$ cat config.mk
export PLATFORM = sky130hd
export DESIGN_NAME = registro_rtc_bank
export DESIGN_NICKNAME = d
export VERILOG_FILES = /design/src/rtl/registro_rtc_bank.sv
export SDC_FILE = /design/constraint.sdc
export NUM_CORES = 1
export LEC_CHECK = 0
export CAP_MARGIN = 10
export CORE_ASPECT_RATIO = 1.75
export CORE_UTILIZATION = 40
export CTS_CLUSTER_DIAMETER = 50
export DETAILED_ROUTE_END_ITERATION = 6
export GPL_ROUTABILITY_DRIVEN = 0
export PLACE_DENSITY = 0.62
export SYNTH_ARGS = -nofsm -noshare
export SYNTH_HDL_FRONTEND = slang
export SYNTH_SLANG_ARGS = --single-unit
$ cat constraint.sdc
create_clock -name clk -period 1.5 [get_ports clk]
set_input_delay 0.3 -clock clk [delete_from_list [all_inputs] [get_ports clk]]
set_output_delay 0.3 -clock clk [all_outputs]
set_load 0.05 [all_outputs]
$ cat src/rtl/registro_rtc_bank.sv
// registro_rtc_bank: shadow/commit register bank for RTC time fields.
// Writes land in per-register shadow copies, marked dirty. A commit copies
// every dirty shadow register to the outputs in a single edge.
//
// Ports:
//   clk         single clock, rising edge
//   reset       asynchronous, active-low reset
//   LL_signal   write strobe; only its rising edge writes
//   reg_select  1-based target register (0 = none)
//   dato_rtc    write data
//   commit      level-sampled commit request
//   regs_out    committed registers, register k at [k*DATA_W-1:(k-1)*DATA_W]
//   dirty       bit k-1 set = shadow register k written since last commit
//   wr_ack      1-cycle pulse per accepted write
//   sel_err     1-cycle pulse per write with an illegal select
//   bcd_err     1-cycle pulse per write rejected for non-BCD data
//   updated     1-cycle pulse after a commit that loaded regs_out
//
// Optional feature: define REGISTRO_RTC_BCD_CHECK_EN to reject writes whose
// data contains a nibble above 9 (DATA_W must then be a multiple of 4).
// Without it, all data is accepted and bcd_err stays 0.
module registro_rtc_bank #(
  parameter int unsigned DATA_W = 8,
  parameter int unsigned N_REGS = 9,
  parameter int unsigned SEL_W  = 4
) (
  input  logic                       clk,
  input  logic                       reset,
  input  logic                       LL_signal,
  input  logic [SEL_W-1:0]           reg_select,
  input  logic [DATA_W-1:0]          dato_rtc,
  input  logic                       commit,
  output logic [N_REGS*DATA_W-1:0]   regs_out,
  output logic [N_REGS-1:0]          dirty,
  output logic                       wr_ack,
  output logic                       sel_err,
  output logic                       bcd_err,
  output logic                       updated
);

  localparam logic [SEL_W-1:0] MAX_SEL = SEL_W'(N_REGS);

  logic [N_REGS-1:0][DATA_W-1:0] shadow_q, shadow_d;
  logic [N_REGS-1:0][DATA_W-1:0] regs_q, regs_d;
  logic [N_REGS-1:0]             dirty_q, dirty_d;
  logic                          ll_q;
  logic                          wr_ack_q, wr_ack_d;
  logic                          sel_err_q, sel_err_d;
  logic                          bcd_err_q, bcd_err_d;
  logic                          updated_q, updated_d;

  logic wr_ev;
  logic sel_ok;
  logic data_ok;

  // Write-event qualification: rising edge of the strobe, select range, data legality.
  always_comb begin
    wr_ev  = LL_signal & ~ll_q;
    sel_ok = (reg_select != '0) && (reg_select <= MAX_SEL);
`ifdef REGISTRO_RTC_BCD_CHECK_EN
    data_ok = 1'b1;
    for (int unsigned i = 0; i < DATA_W / 4; i++) begin
      if (dato_rtc[i*4 +: 4] > 4'd9) data_ok = 1'b0;
    end
`else
    data_ok = 1'b1;
`endif
  end

  // Next-state: commit works on pre-edge shadow/dirty, then a same-cycle
  // write re-sets its own dirty bit so it survives the commit.
  always_comb begin
    shadow_d  = shadow_q;
    regs_d    = regs_q;
    dirty_d   = dirty_q;
    wr_ack_d  = 1'b0;
    sel_err_d = 1'b0;
    bcd_err_d = 1'b0;
    updated_d = 1'b0;

    if (commit && (dirty_q != '0)) begin
      for (int unsigned k = 0; k < N_REGS; k++) begin
        if (dirty_q[k]) regs_d[k] = shadow_q[k];
      end
      dirty_d   = '0;
      updated_d = 1'b1;
    end

    if (wr_ev) begin
      if (!sel_ok) begin
        sel_err_d = 1'b1;
      end else if (!data_ok) begin
        bcd_err_d = 1'b1;
      end else begin
        wr_ack_d = 1'b1;
        for (int unsigned k = 0; k < N_REGS; k++) begin
          if (reg_select == SEL_W'(k + 1)) begin
            shadow_d[k] = dato_rtc;
            dirty_d[k]  = 1'b1;
          end
        end
      end
    end
  end

  // State registers; reset also discards uncommitted shadow data.
  always_ff @(posedge clk or negedge reset) begin
    if (!reset) begin
      shadow_q  <= '0;
      regs_q    <= '0;
      dirty_q   <= '0;
      ll_q      <= 1'b0;
      wr_ack_q  <= 1'b0;
      sel_err_q <= 1'b0;
      bcd_err_q <= 1'b0;
      updated_q <= 1'b0;
    end else begin
      shadow_q  <= shadow_d;
      regs_q    <= regs_d;
      dirty_q   <= dirty_d;
      ll_q      <= LL_signal;
      wr_ack_q  <= wr_ack_d;
      sel_err_q <= sel_err_d;
      bcd_err_q <= bcd_err_d;
      updated_q <= updated_d;
    end
  end

  assign regs_out = regs_q;
  assign dirty    = dirty_q;
  assign wr_ack   = wr_ack_q;
  assign sel_err  = sel_err_q;
  assign bcd_err  = bcd_err_q;
  assign updated  = updated_q;

endmodule

==> flow_metrics.tcl, run 1 <==
set metrics [dict create \
    fmax_mhz 684 \
    cts_tree "done" \
    p_clk_share_pct 31.2 \
    ys_seq_area_share_pct 66.0 \
    leakagePower_nw 4.29 \
    port-buffer-count 99 \
    wire_per_inst_um 18.8 \
    path_depth 5 \
    power.switching_mw 3.83 \
    setup_viol 0 \
    cp_num_buf_inv 2 \
    rr_startpoint "ll_q" \
    clock-sinks 157 \
    avgSynthCellArea_um2 16.7 \
    dr.first_iter.drc_count 119 \
    synth.distinct_cells 27 \
    layout_min_cycle_time_ns 1.46 \
    dp.cells 659 \
    cp_slowest_cell "clkdlybuf4s50_1" \
    cts_root_buf "clkbuf_16" \
    r2r_slack_ns 0.05 \
    dieArea_mm2 0.0154 \
    antenna_left 0 \
    synthCells 356 \
    start_kind "primary input" \
    grt_pass1_wl_um 20700 \
    cp.required_ns 1.79 \
    grt_pass1_vias 3698 \
    core_area_mm2 0.0144 \
    grt_antenna_before_repair 0 \
    yosys_warnings 0 \
    clkTransAtPathRegs_ns 0.06 \
    final_util_pct 61.9 \
    seqPwrFrac_pct 42.2 \
    drc 0 \
    die_x_um 94.2 \
    tns_ns 0 \
    ys_ff_latch 157 \
    htree_levels 4 \
    power.internal_mw 9.27 \
    powerDensity_mw_per_mm2 1470 \
    final_hold_viol_count 0 \
    antenna_cells 0 \
    cp_max_fo 9 \
    fin_crit_sh_pct 97.5 \
    grt_max_degree 48 \
    hold_path_class "primary input to asynchronous set/reset pin" \
    grt_usage_pct 18.6 \
    status "finished, final reports clean" \
    p_sw_share_pct 29.2 \
    synth_nets 372 \
    vias_per_cell 4.98 \
    dieHeight_um 163 \
    finClkSkew_ns 0.00501 \
    synthToLayoutAreaGrowth_pct 50.2 \
    maxCapViolations 0 \
    cp-end-kind "register" \
    path_cells "clkdlybuf4s50_1 > and3b_2 > and3_1 > buf_12 > mux2_4" \
    overflow 0 \
    instances_no_fill 692 \
    start_util_pct 41.2 \
    power_frac_comb_pct 26.7 \
    hpwl_um 9160 \
    ir_drop_mv 0.868 \
    r2r_cells 4 \
    pin_count 101 \
    num_rows 58 \
    layout.nets 515 \
    drive_gt1_share_pct 59.0 \
    arrival_ns 1.76 \
    vias 3447 \
    cts_buffers 17 \
    timing.rr.end "shadow_q[20]" \
    syn_area_mm2 0.00595 \
    clock_latency_ns 0.41 \
    final_max_slew_viol_count 0 \
    cpPeakStageDelay_ns 0.53 \
    cp_top_family "buffers and inverters" \
    path_class "primary input to register" \
    p_total_mw 13.1 \
    clockBufferDepth 2 \
    drt-pass1-iter-count 4 \
    drt-total-wl_um 13000 \
]
[power groups by stage]
stage          combinational [mW]  sequential (mW)  clock, mW
2_1_floorplan               0.715             6.40          0
3_3_place_gp                 3.46             5.57          0
3_5_place_dp                 3.51             5.60          0
4_1_cts                      3.53             5.54       4.17
5_1_grt                      3.63             5.61       4.36
6_report                     3.49             5.52       4.09
[sequential cells by signal (all words and copies together) (netlist names)]
| register | count |
|---|---|
| regs_out | 72 |
| shadow_q | 72 |
| dirty | 9 |
| ll_q | 1 |
| sel_err | 1 |
| updated | 1 |
| wr_ack | 1 |
[per-layer routing]
| layer | global-route usage [%] | vias up | wire length [um] |
|---|---|---|---|
| met2 | 32.1 | 78 | 7090 |
| met5 | 0 | - | 0 |
| met1 | 22.6 | 1804 | 5260 |
| met3 | 4.10 | 13 | 409 |
| met4 | 6.71 | 0 | 226 |
| li1 | - | 1552 | - |
[synth_stat cells]
cell type	instances	area [um2]
conb_1	1	3.75
nor3_1	1	5.00
and2b_1	1	7.51
mux2_2	127	1430
and2b_2	1	8.76
nand2_1	8	30.0
mux2_1	1	11.3
mux2_4	16	240
and3_1	3	18.8
nand3b_2	2	22.5
buf_4	1	7.51
a21boi_0	1	7.51
buf_6	2	22.5
buf_2	2	10.0
a41oi_1	1	8.76
nand3_2	2	20.0
nand2_2	5	31.3
a21o_2	1	8.76
nor2_1	2	7.51
a21o_1	1	7.51
o21ai_0	8	40.0
dfrtp_1	157	3930
and4bb_4	1	16.3
nor2b_4	1	13.8
and3b_2	1	10.0
inv_1	8	30.0
nor4_1	1	6.26
[cells by family (layout without fill, tap and decap cells)]
kind of cell / Yosys count / after routing / synth area share, %
flip-flops: 157 / 157 / 66.0
multiplexers: 144 / 144 / 28.2
AND/OR/NAND/NOR: 29 / 29 / 3.32
buffers and inverters: 13 / 169 / 1.18
AO/OA/AOI/OAI: 12 / 12 / 1.22
other: 1 / 1 / 0.0630
[metrics by stage]
| step | setup slack, ns | cell area [um2] | hold WS, ns |
|---|---|---|---|
| finish | 0.0371 | 8940 | 0.398 |
| global route | -0.000963 | 8940 | 0.413 |
| CTS | 0.0320 | 8920 | 0.405 |
| detailed placement | -0.406 | 8340 | 0.270 |
| global placement | -0.345 | 8340 | 0.267 |
| floorplan | 0.116 | 5950 | 0.00441 |
[final cells by class]
cell class | count | area [um2]
clock buffers | 21 | 450
clock inverters | 11 | 119
fillers | 1033 | 5500
inverters | 8 | 30.0
multi-input cells | 186 | 1980
flip-flops and latches | 157 | 3930
well taps | 180 | 225
repair buffers | 129 | 2210
[layout by cell type, fill, tap and decap left out, drive strengths merged]
master           n
a21boi           1
a21o             2
a41oi            1
and2b            2
and3             3
and3b            1
and4bb           1
buf            114
bufinv           2
clkbuf          21
clkdlybuf4s50   14
clkinv           8
clkinvlp         1
conb             1
dfrtp          157
dlygate4sd3      1
inv              8
mux2           144
nand2           13
nand3            2
nand3b           2
nor2             2
nor2b            1
nor3             1
nor4             1
o21ai            8
[worst reg2reg max path: stages, from the launching register on]
cell and delay, ns:
dfrtp_1 0.38, and3b_2 0.25, and3_1 0.24, buf_12 0.16, mux2_4 0.31
[how the worst max path moves through the flow]
stage                              from            to  slack, ns
after floorplan                dirty[5]  regs_out[40]       0.12
after detailed placement  reg_select[3]  shadow_q[16]      -0.41
after CTS                 reg_select[3]  shadow_q[20]       0.03
after global routing      reg_select[2]  shadow_q[52]     -0.001
after global placement    reg_select[3]  shadow_q[16]      -0.34
final                         LL_signal  shadow_q[20]       0.04
[repair_timing]
item | CTS | global route
hold endpoints to repair | 42 | 0
hold buffers | 1 | 0
setup endpoints to repair | 0 | 26
gates resized for setup | 0 | 4
buffers inserted | 0 | 0
Power figures use the tool's default switching activity.
==> run 2: changes to the inputs <==
--- a/config.mk
+++ b/config.mk
@@ -5,7 +5,7 @@
 export SDC_FILE = /design/constraint.sdc
 export NUM_CORES = 1
 export LEC_CHECK = 0
-export CAP_MARGIN = 10
+export CAP_MARGIN = 5
 export CORE_ASPECT_RATIO = 1.75
 export CORE_UTILIZATION = 40
 export CTS_CLUSTER_DIAMETER = 50
@@ -15,3 +15,4 @@
 export SYNTH_ARGS = -nofsm -noshare
 export SYNTH_HDL_FRONTEND = slang
 export SYNTH_SLANG_ARGS = --single-unit
+export TNS_END_PERCENT = 20
==> run 2 against run 1 <==
Net effect: final cell count is the same; combinational power hardly changed; clock skew hardly changed; count of clock-buffer cells in the layout stayed put; worst hold slack about the same; largest cell class unchanged; highest routed layer unchanged; non-clock buffer count stayed put; utilization fell by 0.061 points; sequential share of layout area hardly changed.
==> flow_metrics.tcl, run 2 (synthesized netlist as in run 1, its figures left out) <==
set metrics [dict create \
    synthToLayoutAreaGrowth_pct 50.0 \
    hold_path_class "primary input to asynchronous set/reset pin" \
    final_design_area_no_fill_mm2 0.00893 \
    final_max_slew_viol_count 0 \
    cts_root_buf "clkbuf_16" \
    rr_startpoint "ll_q" \
    tns_ns 0 \
    cp_num_buf_inv 2 \
    layout_common_cells "dfrtp_1, mux2_2, buf_12" \
    arrival_ns 1.77 \
    drt-total-wl_um 13000 \
    timing.rr.end "shadow_q[13]" \
    cpPeakStageDelay_ns 0.46 \
    vias_per_cell 4.98 \
    num_rows 58 \
    cp.required_ns 1.79 \
    htree_levels 4 \
    port-buffer-count 99 \
    dieArea_mm2 0.0154 \
    hpwl_um 9160 \
    cts_buffers 17 \
    power.switching_mw 3.83 \
    final_common_cell "dfrtp_1" \
    seqPwrFrac_pct 42.2 \
    maxCapViolations 0 \
    core_area_mm2 0.0144 \
    fin_crit_sh_pct 98.6 \
    setup_viol 0 \
    drc 0 \
    cp_max_fo 9 \
    status "finished, final reports clean" \
    r2r_slack_ns 0.05 \
    antenna_cells 0 \
    leakagePower_nw 4.27 \
    start_util_pct 41.2 \
    pin_count 101 \
    layout_min_cycle_time_ns 1.48 \
    ir_drop_mv 0.868 \
    r2r_cells 4 \
    cp_slowest_cell "clkdlybuf4s50_1" \
    clockBufferDepth 2 \
    drt-pass1-iter-count 4 \
    worst_slack_ns 0.0210 \
    path_class "primary input to register" \
    die_x_um 94.2 \
    final_util_pct 61.9 \
    overflow 0 \
    grt_max_degree 48 \
    grt_antenna_before_repair 0 \
    path_cells "clkdlybuf4s50_1 > and3b_2 > buf_4 > nand3b_2 > mux2_2" \
    grt_pass1_wl_um 20700 \
    rsz0062_at_grt "true" \
    final_hold_viol_count 0 \
    dieHeight_um 163 \
    fmax_mhz 676 \
    start_kind "primary input" \
    power.internal_mw 9.27 \
    vias 3444 \
    cp-end-kind "register" \
    grt_usage_pct 18.6 \
    powerDensity_mw_per_mm2 1470 \
    cts_tree "done" \
    finClkSkew_ns 0.00501 \
    clock-sinks 157 \
    drive_gt1_share_pct 59.0 \
    power_frac_comb_pct 26.7 \
    layout.nets 515 \
    wire_per_inst_um 18.8 \
    grt_pass1_vias 3698 \
    dr.first_iter.drc_count 120 \
    p_clk_share_pct 31.2 \
    dpl-instance-area_mm2 0.00834 \
    pre_cts_slack_ns -0.406 \
    clock_latency_ns 0.41 \
    p_sw_share_pct 29.2 \
    antenna_left 0 \
    clkTransAtPathRegs_ns 0.06 \
    post_cts_buffers 0 \
    cp_top_family "buffers and inverters" \
]
-- run 2: cell counts in the layout (fill, tap and decap cells not counted) --
Identical to the previous run, type by type.
-- run 2: final cells by class --
class / count / area, um2
Sequential cell: 157 / 3930
Fill cell: 1033 / 5510
Inverter: 8 / 30.0
Clock inverter: 11 / 119
Tap cell: 180 / 225
Clock buffer: 21 / 450
Timing Repair Buffer: 129 / 2210
Multi-Input combinational cell: 186 / 1970
-- run 2: metrics by stage --
stage               hold WS (ns)  total power, mW  std cells
floorplan                0.00441             7.12        356
global placement           0.267             9.03        659
detailed placement         0.270             9.12        659
CTS                        0.405             13.2        692
global route               0.413             13.6        692
finish                     0.399             13.1        692
-- run 2: routing by layer --
layer	share of wire, %	GRT usage [%]	wire length, um	vias to the layer above
li1	-	-	-	1552
met1	41	22.6	5280	1804
met2	55	32.1	7100	75
met3	3.0	4.10	385	13
met4	1.7	6.71	226	0
met5	0	0	0	-
-- run 2: how the worst max path moves through the flow --
stage	to	slack, ns	cells after the start	startpoint
global route	shadow_q[13]	-0.003	4	ll_q
detailed placement	shadow_q[16]	-0.41	5	reg_select[3]
floorplan	regs_out[40]	0.12	2	dirty[5]
CTS	shadow_q[20]	0.03	5	reg_select[3]
finish	shadow_q[13]	0.02	5	reg_select[1]
global placement	shadow_q[16]	-0.34	5	reg_select[3]
-- run 2: power by group through the flow --
stage	logic (mW)	registers [mW]	clock network, mW
after detailed placement	3.51	5.60	0
after global placement	3.46	5.57	0
after floorplan	0.715	6.40	0
final	3.49	5.52	4.08
after global routing	3.63	5.61	4.36
after CTS	3.53	5.54	4.17
-- run 2: repair_timing --
| item | in CTS | in global routing |
|---|---|---|
| hold endpoints to repair | 42 | 0 |
| gates resized for setup | 0 | 3 |
| setup endpoints to repair | 0 | 26 |
| hold buffers | 1 | 0 |
==> run 3: changes to the inputs <==
--- a/config.mk
+++ b/config.mk
@@ -5,6 +5,7 @@
 export SDC_FILE = /design/constraint.sdc
 export NUM_CORES = 1
 export LEC_CHECK = 0
+export ABC_AREA = 1
 export CAP_MARGIN = 5
 export CORE_ASPECT_RATIO = 1.75
 export CORE_UTILIZATION = 40
==> run 3 against run 2 <==
Net effect: sequential share of layout area down 1.7 points; largest cell class unchanged; worst hold slack worse by 0.0094 ns; final cell count up 31%; critical path type is now register to output pin; critical path depth down 3; sequential power up 13%.
==> flow_metrics.tcl, run 3 <==
set metrics [dict create \
    status "finished, final reports clean" \
    path_class "register to output pin" \
    r2r_cells 8 \
    drc 0 \
    pin_count 101 \
    clock-sinks 157 \
    avgSynthCellArea_um2 10.8 \
    start_kind "register" \
    rr_startpoint "dirty[1]" \
    final_design_area_no_fill_mm2 0.00932 \
    r2r_slack_ns 0.13 \
    drt-pass1-iter-count 5 \
    cp_slowest_cell "dfrtp_2" \
    hpwl_um 11000 \
    htree_levels 4 \
    crit_end "dirty[4]" \
    startpoint "dirty[4]" \
    final_hold_viol_count 0 \
    clockBufferDepth 2 \
    grt_pass1_vias 4800 \
    synth_nets 572 \
    dieArea_mm2 0.0155 \
    timing.rr.end "regs_out[17]" \
    grt_pass1_wl_um 24500 \
    dr.first_iter.drc_count 199 \
    num_rows 58 \
    synthCells 556 \
    num-fill-cells 1096 \
    cts_root_buf "clkbuf_16" \
    layout.nets 732 \
    wire_per_inst_um 16.8 \
    p_total_mw 18.0 \
    cp_top_family "flip-flops" \
    rsz0062_at_grt "true" \
    yosys_warnings 0 \
    grt_usage_pct 21.1 \
    slew_headroom_pct 64.4 \
    async_flop_share_pct 100 \
    hold_start "LL_signal" \
    cp_max_fo 11 \
    start_util_pct 41.3 \
    vias 4622 \
    final_common_cell "nand2_1" \
    grt_max_degree 54 \
    netlist_top_cells_area "dfrtp_1, nand2_1, mux2_2, o21ai_0, nand4_1" \
    path_cells "buf_4 > buf_12" \
    vias_per_cell 5.09 \
    cp_num_buf_inv 2 \
    cts_tree "done" \
    layout_common_cells "nand2_1, dfrtp_1, buf_12" \
    synth_edf_count 0 \
    synth.most_common_cell "nand2_1" \
    antenna_left 0 \
    ys_ff_latch 157 \
    core_area_mm2 0.0145 \
    pre_cts_slack_ns -0.351 \
    port-buffer-count 99 \
    cp-end-kind "output pin" \
    dieHeight_um 164 \
    fmax_mhz 688 \
    ys_top_cells_by_count "nand2_1, dfrtp_1, o21ai_0, mux2_2, nand4_1" \
    antenna_cells 0 \
    grt_antenna_before_repair 0 \
    setup_viol 0 \
    dpl-instance-area_mm2 0.00863 \
    tightest_slew_ns 0.534 \
    synthToLayoutAreaGrowth_pct 55.3 \
    path_depth 2 \
    yosysTopAreaCellShare_pct 65.5 \
    fin_crit_sh_pct 96.8 \
    ys_seq_area_share_pct 65.5 \
    cts_buffers 17 \
    hold_path_class "primary input to register" \
    final_max_slew_viol_count 0 \
    cp.required_ns 1.20 \
    overflow 0 \
    maxCapViolations 0 \
    tns_ns 0 \
    clock_latency_ns 0.42 \
    finClkSkew_ns 0.0107 \
    clkTransAtPathRegs_ns 0.06 \
    ir_drop_mv 1.20 \
    syn_area_mm2 0.00600 \
    drt-total-wl_um 15200 \
    leakagePower_nw 4.62 \
    synth-main-ff-cell "dfrtp_1" \
    drive_gt1_share_pct 32.8 \
    layout_min_cycle_time_ns 1.45 \
    synth.distinct_cells 21 \
    powerDensity_mw_per_mm2 1930 \
    die_x_um 94.6 \
    cpPeakStageDelay_ns 0.40 \
    worst_slack_ns 0.0475 \
    yosys.area.top_type "dfrtp_1" \
    arrival_ns 1.15 \
]
## run 3: cell type report
type	count	area, um2	area share [%]
Inverter	22	82.6	0.886
Sequential cell	157	3940	42.3
Tap cell	180	225	2.42
Timing Repair Buffer	162	2520	27.1
Clock buffer	21	470	5.05
Multi-Input combinational cell	356	1890	20.3
Clock inverter	10	186	2.00
## run 3: per-layer routing
metal  routed length (um)  part of all wire [%]  global-route usage, %
met1                 5750                    38                   24.1
met2                 8470                    56                   37.2
met3                  504                   3.3                   4.58
met4                  507                   3.3                   9.64
met5                    0                     0                      0
## run 3: logic make-up (layout without fill, tap and decap cells)
logic type	Yosys count	after routing	share of synthesized area [%]
AND/OR/NAND/NOR	256	256	18.7
buffers and inverters	43	215	3.34
AO/OA/AOI/OAI	59	59	4.92
flip-flops	157	157	65.5
other	1	1	0.0625
multiplexers	40	40	7.51
## run 3: worst min path at each step
stage | to | cells past startpoint | slack, ns
floorplan | dirty[0] | 0 | 0.004
global placement | regs_out[29] | 1 | 0.29
detailed placement | regs_out[24] | 1 | 0.30
CTS | ll_q | 1 | 0.38
global route | ll_q | 1 | 0.39
finish | ll_q | 1 | 0.39
## run 3: stage by stage
step	std cells	hold WS (ns)	utilization, %
after CTS	908	0.380	64.0
after global routing	908	0.387	64.2
after floorplan	556	0.00441	-
after global placement	876	0.291	59.4
final	908	0.389	64.2
after detailed placement	876	0.301	59.4
## run 3: what timing repair did
item / 4_1_cts / 5_1_grt
endpoints found under the setup margin: 0 / 53
setup buffers: 0 / 0
endpoints found under the hold margin: 45 / 0
resized for setup: 0 / 6
hold buffers: 1 / 0
## run 3: power breakdown
group | switching [mW] | internal [mW]
sequential | 0.981 | 5.26
clock | 1.62 | 3.08
combinational | 3.69 | 3.39
total | 6.29 | 11.7
